File: src/rtl/tlc_pkg.sv
// Shared definitions for the traffic light controller slice: controller phase
// encodings, instruction field positions and road count.
package tlc_pkg;

    typedef enum logic [1:0] {
        SLOT = 2'd0,
        NORM = 2'd1,
        INT  = 2'd2
    } phase_t;

    localparam int INSTR_INT_BIT   = 2;
    localparam int INSTR_ROAD_MSB  = 1;
    localparam int NUM_ROADS       = 4;
    localparam int DEFAULT_INT_LEN = 5;

    function automatic logic [1:0] onehot_to_idx(input logic [NUM_ROADS-1:0] oh);
        logic [1:0] idx;
        idx = '0;
        for (int i = 0; i < NUM_ROADS; i++) begin
            if (oh[i]) idx = 2'(i);
        end
        return idx;
    endfunction

endpackage

File: src/rtl/rr_arbiter4.sv
// Combinational 4-way round-robin picker: the first set request at or above
// ptr (wrapping 3 -> 0) wins.
module rr_arbiter4
    import tlc_pkg::*;
(
    input  logic [NUM_ROADS-1:0] req,
    input  logic [1:0]           ptr,
    output logic [NUM_ROADS-1:0] gnt,
    output logic                 any
);

    // rot[i] is the request i places after the pointer
    logic [NUM_ROADS-1:0] rot;

    for (genvar gi = 0; gi < NUM_ROADS; gi++) begin : g_rot
        assign rot[gi] = req[ptr + 2'(gi)];
    end

    always_comb begin
        gnt = '0;
        for (int i = NUM_ROADS - 1; i >= 0; i--) begin
            if (rot[i]) begin
                gnt              = '0;
                gnt[ptr + 2'(i)] = 1'b1;
            end
        end
    end

    assign any = |req;

endmodule

File: src/rtl/emergency_request_scheduler.sv
// Latches per-road ambulance requests and issues them round-robin into the light
// controller's fetch slots. Optional stale-request dropping: EMR_DROP_STALE_EN.
module emergency_request_scheduler
    import tlc_pkg::*;
#(
    parameter int MIN_GAP = 2,
    parameter int INT_LEN = DEFAULT_INT_LEN
`ifdef EMR_DROP_STALE_EN
    ,
    parameter int STALE_SLOTS = 15
`endif
) (
    input  logic                 clk,
    input  logic                 reset,
    input  logic [NUM_ROADS-1:0] req,
    input  logic                 enable,
    output logic                 valid,
    output logic [2:0]           instruction,
    output logic [NUM_ROADS-1:0] grant,
    output logic [NUM_ROADS-1:0] pending,
    output logic                 busy
`ifdef EMR_DROP_STALE_EN
    ,
    output logic [NUM_ROADS-1:0] dropped
`endif
);

    localparam int GAP_W = $clog2(MIN_GAP + 2);
    localparam int INT_W = $clog2(INT_LEN + 1);

    phase_t               phase_reg;
    logic [INT_W-1:0]     int_cnt_reg;
    logic [GAP_W-1:0]     gap_reg;
    logic [1:0]           ptr_reg;
    logic [NUM_ROADS-1:0] pending_reg;
    logic [NUM_ROADS-1:0] pending_next;
    logic [NUM_ROADS-1:0] clear_mask;
    logic [NUM_ROADS-1:0] grant_reg;
    logic [2:0]           instr_reg;
    logic [2:0]           instr_next;
    logic                 valid_reg;
    logic                 busy_reg;

    logic [NUM_ROADS-1:0] arb_req;
    logic [NUM_ROADS-1:0] arb_gnt;
    logic                 arb_any;
    logic [1:0]           road_sel;
    logic                 slot_edge;
    logic                 issue;

    // Requests arriving on the deciding edge take part in that decision.
    assign arb_req = pending_reg | req;

    rr_arbiter4 u_arb (
        .req (arb_req),
        .ptr (ptr_reg),
        .gnt (arb_gnt),
        .any (arb_any)
    );

    assign road_sel  = onehot_to_idx(arb_gnt);
    assign slot_edge = (phase_reg == NORM) ||
                       ((phase_reg == INT) && (int_cnt_reg == INT_W'(1)));
    assign issue     = slot_edge && enable && arb_any && (gap_reg == '0);

    always_comb begin
        instr_next                   = '0;
        instr_next[INSTR_INT_BIT]    = 1'b1;
        instr_next[INSTR_ROAD_MSB:0] = road_sel;
    end

`ifdef EMR_DROP_STALE_EN
    logic [NUM_ROADS-1:0] drop_mask;
    logic [NUM_ROADS-1:0] dropped_reg;

    assign clear_mask = ((phase_reg == SLOT) ? grant_reg : '0) | drop_mask;

    for (genvar gi = 0; gi < NUM_ROADS; gi++) begin : g_age
        logic [3:0] age_reg;
        logic       kept;

        assign kept          = pending_reg[gi] & ~clear_mask[gi];
        // A grant in the same slot takes precedence over the drop.
        assign drop_mask[gi] = (phase_reg == SLOT) && pending_reg[gi] && !grant_reg[gi] &&
                               (age_reg >= 4'(STALE_SLOTS - 1));

        always_ff @(posedge clk or posedge reset) begin
            if (reset) begin
                age_reg <= '0;
            end else if (req[gi] && !kept) begin
                age_reg <= '0;
            end else if ((phase_reg == SLOT) && kept) begin
                age_reg <= age_reg + 4'd1;
            end
        end
    end

    always_ff @(posedge clk or posedge reset) begin
        if (reset) dropped_reg <= '0;
        else       dropped_reg <= drop_mask;
    end

    assign dropped = dropped_reg;
`else
    assign clear_mask = (phase_reg == SLOT) ? grant_reg : '0;
`endif

    // Set wins: a fresh pulse on a road being cleared re-latches it.
    assign pending_next = (pending_reg & ~clear_mask) | req;

    always_ff @(posedge clk or posedge reset) begin
        if (reset) begin
            phase_reg   <= SLOT;
            int_cnt_reg <= '0;
            gap_reg     <= '0;
            ptr_reg     <= '0;
            pending_reg <= '0;
            grant_reg   <= '0;
            instr_reg   <= '0;
            valid_reg   <= 1'b0;
            busy_reg    <= 1'b0;
        end else begin
            pending_reg <= pending_next;
            valid_reg   <= 1'b0;
            grant_reg   <= '0;
            instr_reg   <= '0;

            case (phase_reg)
                SLOT: begin
                    if (valid_reg) begin
                        phase_reg   <= INT;
                        int_cnt_reg <= INT_W'(INT_LEN);
                        busy_reg    <= 1'b1;
                    end else begin
                        phase_reg <= NORM;
                    end
                end
                NORM: phase_reg <= SLOT;
                INT: begin
                    if (int_cnt_reg == INT_W'(1)) begin
                        phase_reg <= SLOT;
                        busy_reg  <= 1'b0;
                    end else begin
                        int_cnt_reg <= int_cnt_reg - INT_W'(1);
                    end
                end
                default: begin
                    phase_reg <= SLOT;
                    busy_reg  <= 1'b0;
                end
            endcase

            if (slot_edge) begin
                if (issue) begin
                    valid_reg <= 1'b1;
                    instr_reg <= instr_next;
                    grant_reg <= arb_gnt;
                    ptr_reg   <= road_sel + 2'd1;
                    gap_reg   <= GAP_W'(MIN_GAP);
                end else if (gap_reg != '0) begin
                    gap_reg <= gap_reg - GAP_W'(1);
                end
            end
        end
    end

    assign valid       = valid_reg;
    assign instruction = instr_reg;
    assign grant       = grant_reg;
    assign pending     = pending_reg;
    assign busy        = busy_reg;

endmodule

File: config.mk
export PLATFORM = sky130hd
export DESIGN_NAME = emergency_request_scheduler
export DESIGN_NICKNAME = d
export VERILOG_FILES = /design/src/rtl/tlc_pkg.sv /design/src/rtl/rr_arbiter4.sv /design/src/rtl/emergency_request_scheduler.sv
export SDC_FILE = /design/constraint.sdc
export NUM_CORES = 1
export LEC_CHECK = 0
export ABC_AREA = 0
export BUFFER_PORTS_ARGS = -buffer_cell sky130_fd_sc_hd__buf_2
export CAP_MARGIN = 20
export CORE_MARGIN = 5
export CORE_UTILIZATION = 60
export CTS_CLUSTER_DIAMETER = 200
export DETAILED_ROUTE_END_ITERATION = 7
export PLACE_DENSITY = 0.85
export SLEW_MARGIN = 20
export SYNTH_ARGS = -nofsm -noshare
export SYNTH_HDL_FRONTEND = slang
export SYNTH_SLANG_ARGS = --single-unit
File: constraint.sdc
create_clock -name clk -period 6.4 [get_ports clk]
set_input_delay 0.64 -clock clk [delete_from_list [all_inputs] [get_ports clk]]
set_output_delay 0.64 -clock clk [all_outputs]
set_load 0.05 [all_outputs]
Word-level counts from Yosys, hierarchy flattened --
Index checks and enable logic that the tools add are counted. W data, S select, Z words.
Storage, ports and cells: register bits 22, memory bits (writable) 0, word-level logic and storage cells 94, output and inout port bits 13, ROM bits 0, bits of input ports 7, memories kept 0, bits in latches 0
Operators by class: div/mod/pow operators 0, $lt $le $gt $ge 8, bitwise logic cells 5, shift-type cells 0, multipliers 0, multiplexer cells 41, equal/unequal tests 6, reduce and logical (&&, ||, !) cells 19, add/subtract/negate cells 6
Operators by type and width (number):
- $mux W4 | 7
- $mux W1 | 13
- $lt A2 B3 Y1 const B | 4
- $mux W2 | 6
- $mux W3 | 4
- $bmux W1 S2 | 4
- $demux W1 S2 | 4
- $ge A2 B1 Y1 const B | 4
- $logic_and A1 B1 Y1 | 8
- $or A4 B4 Y4 | 2
- $pmux W3 S2 | 1
- $reduce_and A3 Y1 | 2
- $reduce_bool A2 Y1 | 3
- $add A2 B1 Y2 const B | 2
- $add A2 B2 Y2 const B | 2
- $and A4 B4 Y4 | 1
- $logic_not A2 Y1 | 2
- $ne A2 B2 Y1 const B | 2
- $not A4 Y4 | 1
- $pmux W2 S2 | 1
- $reduce_and A2 Y1 | 2
- $reduce_or A4 Y1 | 1
- $eq A3 B1 Y1 const B | 1
- $pmux W1 S3 | 1
- other kinds (7) | 7

Depth between registers and ports, before layout --
Gate-level depths: netlist of the first run.
depth in word-level cells 14, gate-level depth with buffers 8, gate-level depth less buffers 8

Cells and area by module --
Synthesis of the first run repeated with hierarchy kept, for this count alone.
Unflattened totals: cell total of the unflattened synthesis 133, area, all modules 1408.9 um^2
By module, submodules not included:
- emergency_request_scheduler | instances 1, cells an instance 85, area each 987.2 um^2, sequential area each 525.5 um^2
- rr_arbiter4 | instances 1, cells an instance 48, area each 421.7 um^2, sequential area each 0.0 um^2

Worst setup path before layout of the first run --
Ideal clock, no wire load.
kind reg-to-reg, start register ptr_reg[0], end register ptr_reg[0], setup slack 4107 ps, clock period less this slack 2293 ps, setup time 120 ps, data arrival time 2172 ps, buffers on the path 1, data required time 6280 ps, cell stages (with the launch flop) 9, cells stage by stage dfrtp_1 clkbuf_1 inv_1 ha_1 mux4_1 nand3b_4 a221oi_2 nand3b_1 o211a_1
On the way: cells in the longest elaborated chain, start to end 13, elaborated cells on any way between the ends 39, those cells by class 4 x add/sub; 8 x order compare; 23 x mux; 4 x reduce/logical
RTL lines:
- start, declared | line emergency_request_scheduler.sv:34 | logic [1:0] ptr_reg;
- start signal, assigned | line emergency_request_scheduler.sv:158 | ptr_reg <= road_sel + 2'd1;
- $add A2 B2 Y2 | line rr_arbiter4.sv:16, rr_arbiter4.sv:24
- $lt A2 B3 Y1 (not written as such) or $ge A2 B1 Y1 (tied branches) | line rr_arbiter4.sv:24 | gnt[ptr + 2'(i)] = 1'b1;
- $logic_and A1 B1 Y1 (not written as such) | line rr_arbiter4.sv:24
- $mux W1 (not written as such) | line rr_arbiter4.sv:24
- $demux W1 S2
- $mux W4 (3 in a row) | line rr_arbiter4.sv:22 | if (rot[i]) begin
- $mux W4 * | line rr_arbiter4.sv:22
- $mux W1 | line tlc_pkg.sv:20 | if (oh[i]) idx = 2'(i);
- $mux W2 | line tlc_pkg.sv:20
- $mux W2 * | line tlc_pkg.sv:20
- $add A2 B1 Y2 * | line emergency_request_scheduler.sv:158
Mark *: on every way between the ends. The rest lies on a longest branch, timed or not. The select of a mux whose other input is x is not followed. A chain may end at the register's enable or synchronous reset.

Worst setup path after layout of the first run --
Same ends and word-level chain as after synthesis.

==> results.rst, run 1 <==
.. list-table::
   :header-rows: 1

   * - Metric
     - Value
   * - Status
     - finished clean
   * - Deepest level of the CTS H-tree
     - 1
   * - Vias in the first global route
     - a little under 1,000
   * - Flop2flop setup slack
     - approximately 4000 ps
   * - Transition time at the pin with the least slew margin
     - approximately 800 ps
   * - Leak
     - about 0.63 nW
   * - Cell at the root of the clock tree
     - sky130_fd_sc_hd__clkbuf_4
   * - Setup clock skew after layout
     - just under 4 ps
   * - Area share of the largest cell type after synthesis
     - 0.402
   * - Number of buffers inserted to repair setup after CTS
     - 0
   * - Detail-routed via count per cell
     - 5.64
   * - Row count
     - 17
   * - Number of antenna violations at the first check in global routing
     - 0
   * - Gate Count Post-Synth
     - between 100 and 150
   * - Clock-pin slew on the worst setup and hold paths
     - between 100 and 150 ps
   * - Clock latency on the worst-skew pair
     - ~300 ps
   * - Number of sinks on the clock net
     - 21
   * - Full die area
     - between 0.003 and 0.004 sq mm
   * - Routed wire length
     - approximately 2500 microns
   * - Type of element launching the critical path
     - flop
   * - Initial Util
     - 0.609
   * - Pin count of the biggest net entering global routing
     - 22
   * - Data arrival time of the critical path
     - 2620 ps
   * - Flop and latch count out of synthesis
     - 21
   * - Die Y-Extent
     - roughly 57 microns
   * - Dominant combinational cell family by area after synthesis
     - simple AND/OR/NAND/NOR gates
   * - Remaining global-route overflow
     - 0
   * - Area growth syn-to-layout
     - 10.4%
   * - GRT Overall Usage
     - 0.179
   * - Pwr per Cell Area
     - approximately 350 mW/mm^2
   * - Total nets after synthesis
     - roughly 140
   * - Final layout net count
     - 162
   * - Number of port buffers
     - 19
   * - DP Cell Count
     - about 170
   * - Synthesized area divided by synthesized cell count
     - slightly above 10 sq um
   * - Maximum vdd ir drop
     - between 0.2 and 0.3 mV
   * - Share of the cycle needed by the critical path after routing
     - 0.380
   * - N_diodes
     - 0
   * - Synthesized-area fraction occupied by ao, oa, aoi and oai cells
     - 0.167
   * - Required time worst endpoint
     - approximately 6600 ps
   * - Reg2reg start
     - ptr_reg[0]
   * - Synth top area cells
     - sky130_fd_sc_hd__dfrtp_1 (40%), sky130_fd_sc_hd__ha_1 (8.6%), sky130_fd_sc_hd__mux4_2 (5.2%)
   * - Width of the die
     - 56.7 microns
   * - Post-route core utilization
     - 0.673
   * - Xor/xnor cell area share of the yosys netlist
     - 0
   * - Count of boundary I/O pins
     - 20
   * - Worst slew margin relative to its limit
     - 0.470
   * - Hold buffers post-CTS
     - 0
   * - Vias post-DR
     - slightly below 1,000
   * - Type of the worst min-delay path
     - in -> async
   * - Crit path cell chain
     - inv_1 > ha_1 > mux4_1 > nand3b_1 > a221oi_2 > nand3b_1 > o211a_1
   * - Post-DRT Antenna Nets
     - 0
   * - Total setup violations reported at the end of the flow
     - 0
   * - Endpoints failing hold
     - 0
   * - Wire length of the first global-routing pass
     - 4490 microns
   * - Worst R2R Path Depth
     - 7
   * - Cell with the largest stage delay on the worst path
     - sky130_fd_sc_hd__dfrtp_1
   * - Post-DP HPWL
     - between 1500 and 2000 microns
   * - Bufs and invs on worst path
     - 1
   * - Worst slack on hold paths
     - roughly 470 ps
   * - Gp weighted congestion
     - 0.823
   * - Final Instance Count excl. Fillers
     - around 170
   * - Maximum number of buffers from clock root to sink
     - 2
   * - Most common cell after layout, fill and taps aside
     - sky130_fd_sc_hd__dfrtp_1
   * - First-iteration detailed-routing DRC count
     - 15
   * - Commonest non-fill, non-tap cells in the layout
     - sky130_fd_sc_hd__dfrtp_1 (21), sky130_fd_sc_hd__buf_2 (19), sky130_fd_sc_hd__inv_1 (12), sky130_fd_sc_hd__nor2_1 (11), sky130_fd_sc_hd__nand2_1 (11)
   * - Final slew viol count
     - 0
   * - Synth warn
     - 0
   * - Remaining design rule violation count
     - 0
   * - Endpoint of the lowest-slack register-to-register path
     - ptr_reg[0]
   * - Dominant delay contributor by cell family on the critical path
     - flip-flops
   * - Resized cells post-CTS
     - 0
   * - Area share of fa/ha/maj cells after synthesis
     - 0.0860
   * - Shortest period the worst path allows
     - around 2400 ps
   * - Clock tree from TritonCTS
     - built
   * - CORE AREA
     - 0.00215 sq mm
   * - Maximum capacitance violations
     - 0
   * - Crit. End Element
     - flop
   * - Category of the critical setup timing path
     - reg -> reg
   * - Cell type contributing the most total cell area after synthesis
     - sky130_fd_sc_hd__dfrtp_1
   * - Setup repair after global routing missed its margin
     - no
   * - Crit-path max cell delay
     - between 500 and 600 ps
   * - Most prevalent standard cell on the critical path
     - sky130_fd_sc_hd__nand3b_1
   * - Mux share of post-synthesis cell area
     - 0.0918
   * - Sequential cell area fraction in the yosys report
     - 0.402
   * - DR pass1 iterations
     - 4
   * - Simple logic cell fraction of the synthesized area
     - 0.204
   * - Final sum of negative setup slack
     - 0 ps
   * - Highest clock rate
     - around 400 MHz
   * - Post-detailed-route wirelength per cell
     - roughly 15 microns
   * - Largest driver fanout on the critical path
     - 8
   * - Synth cell types
     - 35
   * - Netlist Area Pre-Place
     - 0.00131 sq mm
   * - Layout cell share with drive strength beyond 1
     - 0.234
   * - TritonCTS buffer count
     - 3
   * - Sum of internal, switching and leakage power
     - ~500 uW
-- synth_stat cells, drive strengths merged --
cell type and number:
nor2 11, nand2b 4, o41ai 1, nor4 1, nor3 5, nand2 11, o21ai 4, and2 2
mux4 5, nor2b 2, o211ai 1, clkbuf 2, nor3b 1, a21oi 5, a221o 1, dfrtp 21
nand3b 5, or2 4, a221oi 3, inv 12, o21bai 1, a21boi 1, o22ai 1, a21o 4
a211oi 4, ha 9, or3 2, o211a 1, buf 2
-- worst reg2reg max path, stage by stage (launching register included) --
cell and delay, ps:
sky130_fd_sc_hd__dfrtp_1 550, sky130_fd_sc_hd__inv_1 180, sky130_fd_sc_hd__ha_1 370, sky130_fd_sc_hd__mux4_1 480, sky130_fd_sc_hd__nand3b_1 130, sky130_fd_sc_hd__a221oi_2 340, sky130_fd_sc_hd__nand3b_1 150, sky130_fd_sc_hd__o211a_1 130
-- cell families after synthesis --
| group | after synthesis |
|---|---|
| buf+inv | 16 |
| fa+ha+maj | 9 |
| flops | 21 |
| simple gates | 48 |
| mux | 5 |
| compound gates | 27 |
-- area by class of cell --
type,count,area (sq um)
Timing Repair Buffer,19,95.1
Clock buffer,4,26.3
Inverter,12,45.0
Fill cell,183,703
Tap cell,28,35.0
Multi-Input combinational cell,89,718
Sequential cell,21,526
-- layer usage --
layer  global-route usage  wire (microns)  vias to the layer above
met4               0.0814              51                        0
li1                     -               -                      485
met3               0.0299              65                        4
met2                0.304            1270                       11
met5                    0               0                        -
met1                0.221            1140                      476
-- worst max-delay path by stage --
stage	cells after the start	slack (ps)	endpoint	start
floorplan	8	4110	ptr_reg[0]	ptr_reg[0]
global placement	7	3900	ptr_reg[0]	req[3]
detailed placement	7	3860	ptr_reg[0]	req[3]
CTS	7	3980	ptr_reg[0]	ptr_reg[0]
global route	7	3790	ptr_reg[0]	ptr_reg[0]
finish	7	3970	ptr_reg[0]	ptr_reg[0]
-- through the flow --
step	setup slack, ps	area, sq um
after global placement	3900	1420
after global routing	3790	1450
after CTS	3980	1450
after detailed placement	3860	1420
final	3970	1450
after floorplan	4110	1310
-- where the power goes --
group          internal, mW  switching [mW]  total (mW)
Clock                0.0243          0.0371      0.0613
Sequential            0.164          0.0391       0.203
Combinational        0.0941           0.144       0.238
Total                 0.282           0.220       0.503
(Power assumes the default switching activity.)
==> run 2, diff against run 1 <==
--- a/config.mk
+++ b/config.mk
@@ -9,10 +9,10 @@
 export BUFFER_PORTS_ARGS = -buffer_cell sky130_fd_sc_hd__buf_2
 export CAP_MARGIN = 20
 export CORE_MARGIN = 5
-export CORE_UTILIZATION = 60
+export CORE_UTILIZATION = 50
 export CTS_CLUSTER_DIAMETER = 200
 export DETAILED_ROUTE_END_ITERATION = 7
-export PLACE_DENSITY = 0.85
+export PLACE_DENSITY = 0.75
 export SLEW_MARGIN = 20
 export SYNTH_ARGS = -nofsm -noshare
 export SYNTH_HDL_FRONTEND = slang
==> constraint.sdc (replaced) <==
create_clock -name clk -period 2.2 [get_ports clk]
set_input_delay 0.22 -clock clk [delete_from_list [all_inputs] [get_ports clk]]
set_output_delay 0.22 -clock clk [all_outputs]
set_load 0.05 [all_outputs]
==> run 2 against run 1 <==
Compared with the run above: global-route usage fell by 1.3 points; final cell count grew 7.5%; clock-buffer cell count fell by 1; register-to-register slack got worse by 3900 ps; sequential cell count stayed put; setup slack lost 3900 ps; die area is 16% higher; clock power grew to 3.0 times the previous value; power rose to 3.1 times the previous value; clock skew is 2.4 ps lower; critical path type unchanged; critical endpoint unchanged.
==> results.rst, run 2 (same netlist as run 1, synthesis figures left out) <==
.. list-table::
   :header-rows: 1

   * - Metric
     - Value
   * - Type of element launching the critical path
     - flop (unchanged)
   * - Setup repair after global routing missed its margin
     - yes (was no)
   * - Gp weighted congestion
     - 0.864 (was 0.823)
   * - Largest driver fanout on the critical path
     - 6 (was 8)
   * - TritonCTS buffer count
     - 3 (unchanged)
   * - Crit. End Element
     - flop (unchanged)
   * - Share of the cycle needed by the critical path after routing
     - 0.981 (was 0.380)
   * - Layout cell share with drive strength beyond 1
     - 0.359 (was 0.234)
   * - Endpoints failing hold
     - 0 (unchanged)
   * - Clock-pin slew on the worst setup and hold paths
     - 110 ps (about the same)
   * - Transition time at the pin with the least slew margin
     - 758 ps (was 794 ps)
   * - Sum of internal, switching and leakage power
     - 1.56 mW (was 503 uW)
   * - Most common cell after layout, fill and taps aside
     - sky130_fd_sc_hd__buf_2 (was sky130_fd_sc_hd__dfrtp_1)
   * - Clock tree from TritonCTS
     - built (unchanged)
   * - Die Y-Extent
     - 61.2 microns (was 56.7 microns)
   * - Vias post-DR
     - 1,005 (was 976)
   * - Full die area
     - 0.00374 sq mm (was 0.00322 sq mm)
   * - CORE AREA
     - 0.00250 sq mm (was 0.00215 sq mm)
   * - Post-route core utilization
     - 0.616 (was 0.673)
   * - Commonest non-fill, non-tap cells in the layout
     - sky130_fd_sc_hd__buf_2 (19), sky130_fd_sc_hd__dfrtp_1 (17), sky130_fd_sc_hd__inv_1 (12), sky130_fd_sc_hd__nor2_1 (11), sky130_fd_sc_hd__buf_4 (11) (was sky130_fd_sc_hd__dfrtp_1 (21), sky130_fd_sc_hd__buf_2 (19), sky130_fd_sc_hd__inv_1 (12), sky130_fd_sc_hd__nor2_1 (11), sky130_fd_sc_hd__nand2_1 (11))
   * - Shortest period the worst path allows
     - 2160 ps (was 2430 ps)
   * - Required time worst endpoint
     - 2400 ps (was 6590 ps)
   * - GRT Overall Usage
     - 0.166 (was 0.179)
   * - Category of the critical setup timing path
     - reg -> reg (unchanged)
   * - Count of boundary I/O pins
     - 20 (unchanged)
   * - Maximum capacitance violations
     - 0 (unchanged)
   * - Cell at the root of the clock tree
     - sky130_fd_sc_hd__clkbuf_4 (unchanged)
   * - Routed wire length
     - 2650 microns (was 2530 microns)
   * - First-iteration detailed-routing DRC count
     - 32 (was 15)
   * - Vias in the first global route
     - 984 (was 978)
   * - Post-detailed-route wirelength per cell
     - 14.2 microns (was 14.6 microns)
   * - Final layout net count
     - 173 (was 162)
   * - Number of antenna violations at the first check in global routing
     - 0 (unchanged)
   * - N_diodes
     - 0 (unchanged)
   * - Maximum vdd ir drop
     - 0.788 mV (was 0.268 mV)
   * - Row count
     - 18 (was 17)
   * - Type of the worst min-delay path
     - in -> async (unchanged)
   * - Post-DP HPWL
     - 2040 microns (was 1980 microns)
   * - Pin count of the biggest net entering global routing
     - 22 (unchanged)
   * - Status
     - finished clean (unchanged)
   * - Total setup violations reported at the end of the flow
     - 0 (unchanged)
   * - Remaining global-route overflow
     - 0 (unchanged)
   * - Worst R2R Path Depth
     - 6 (was 7)
   * - Data arrival time of the critical path
     - 2350 ps (was 2620 ps)
   * - Detail-routed via count per cell
     - 5.40 (was 5.64)
   * - Maximum number of buffers from clock root to sink
     - 2 (unchanged)
   * - Highest clock rate
     - 464 MHz (was 412 MHz)
   * - Initial Util
     - 0.524 (was 0.609)
   * - Wire length of the first global-routing pass
     - 4570 microns (was 4490 microns)
   * - Pwr per Cell Area
     - 1010 mW/mm^2 (was 348 mW/mm^2)
   * - Number of sinks on the clock net
     - 21 (unchanged)
   * - Deepest level of the CTS H-tree
     - 1 (unchanged)
   * - Setup clock skew after layout
     - 1.50 ps (was 3.90 ps)
   * - Width of the die
     - 61.2 microns (was 56.7 microns)
   * - Post-DRT Antenna Nets
     - 0 (unchanged)
   * - Worst slew margin relative to its limit
     - 0.494 (was 0.470)
   * - DR pass1 iterations
     - 4 (unchanged)
   * - Leak
     - 0.691 nW (was 0.633 nW)
   * - Hold buffers post-CTS
     - 0 (unchanged)
   * - Area growth syn-to-layout
     - 17.6% (was 10.4%)
   * - Final slew viol count
     - 0 (unchanged)
   * - Clock latency on the worst-skew pair
     - 290 ps (was 300 ps)
   * - Filler instances
     - 223 (was 183)
   * - Number of port buffers
     - 19 (unchanged)
   * - Remaining design rule violation count
     - 0 (unchanged)
run 2: cell types whose count changed in the layout (fill, tap and decap cells not counted), sizes merged:
cell    delta
buf       +11
clkinv     +1
clkbuf     -1
run 2: area by class of cell:
class	count	area (sq um)	share of cell area
Clock buffer	3	22.5	0.0146
Inverter	12	45.0	0.0293
Tap cell	30	37.5	0.0244
Timing Repair Buffer	30	178	0.115
Clock inverter	1	5.00	0.00325
Sequential cell	21	531	0.345
Multi-Input combinational cell	89	721	0.468
run 2: path summary, 6_finish.rpt:
check                           slack [ps]          to       start
worst max-delay path                    40  ptr_reg[0]  pending[2]
worst min-delay path                    40    grant[2]       reset
worst max register to register          40  ptr_reg[0]  pending[2]
worst min register to register         520        busy        busy
max in group asynchronous             1640  pending[0]       reset
min in group clk                       130  pending[3]      req[3]
run 2: repair_timing:
| item | CTS | global route |
|---|---|---|
| buffers inserted | 4 | 3 |
| pin swaps | 3 | 5 |
| resized for setup | 3 | 3 |
| hold endpoints to repair | 0 | 0 |
| setup endpoints to repair | 1 | 6 |
run 2: metrics by stage:
stage / instance area (sq um) / worst slack (ps) / hold slack (ps) / std cells / setup TNS [ps]
2_1_floorplan: 1320 / 20.0 / 196 / 126 / 0
3_3_place_gp: 1460 / 12.5 / 384 / 175 / 0
3_5_place_dp: 1460 / -26.1 / 395 / 175 / -26.1
4_1_cts: 1520 / 4.11 / 62.7 / 183 / 0
5_1_grt: 1540 / -34.9 / 98.5 / 186 / -58.2
6_report: 1540 / 42.8 / 37.8 / 186 / 0
run 2: power breakdown:
part	total (mW)	switching [mW]	internal [mW]
registers	0.557	0.0788	0.478
clock network	0.181	0.113	0.0676
logic	0.824	0.486	0.337
total	1.56	0.679	0.883
run 2: worst max-delay path, stage by stage (launching register included):
cell and delay [ps]:
sky130_fd_sc_hd__dfrtp_2 440, sky130_fd_sc_hd__or2_4 250, sky130_fd_sc_hd__mux4_2 530, sky130_fd_sc_hd__nand3b_1 200, sky130_fd_sc_hd__a221oi_2 340, sky130_fd_sc_hd__nand2_2 130, sky130_fd_sc_hd__o211a_1 170
run 2: routing by layer:
metal  track usage  vias up  part of all wire
li1              -      502                 -
met1         0.238      470              0.47
met2         0.243       25              0.46
met3        0.0335        8             0.043
met4        0.0743        0             0.020
met5             0        -                 0
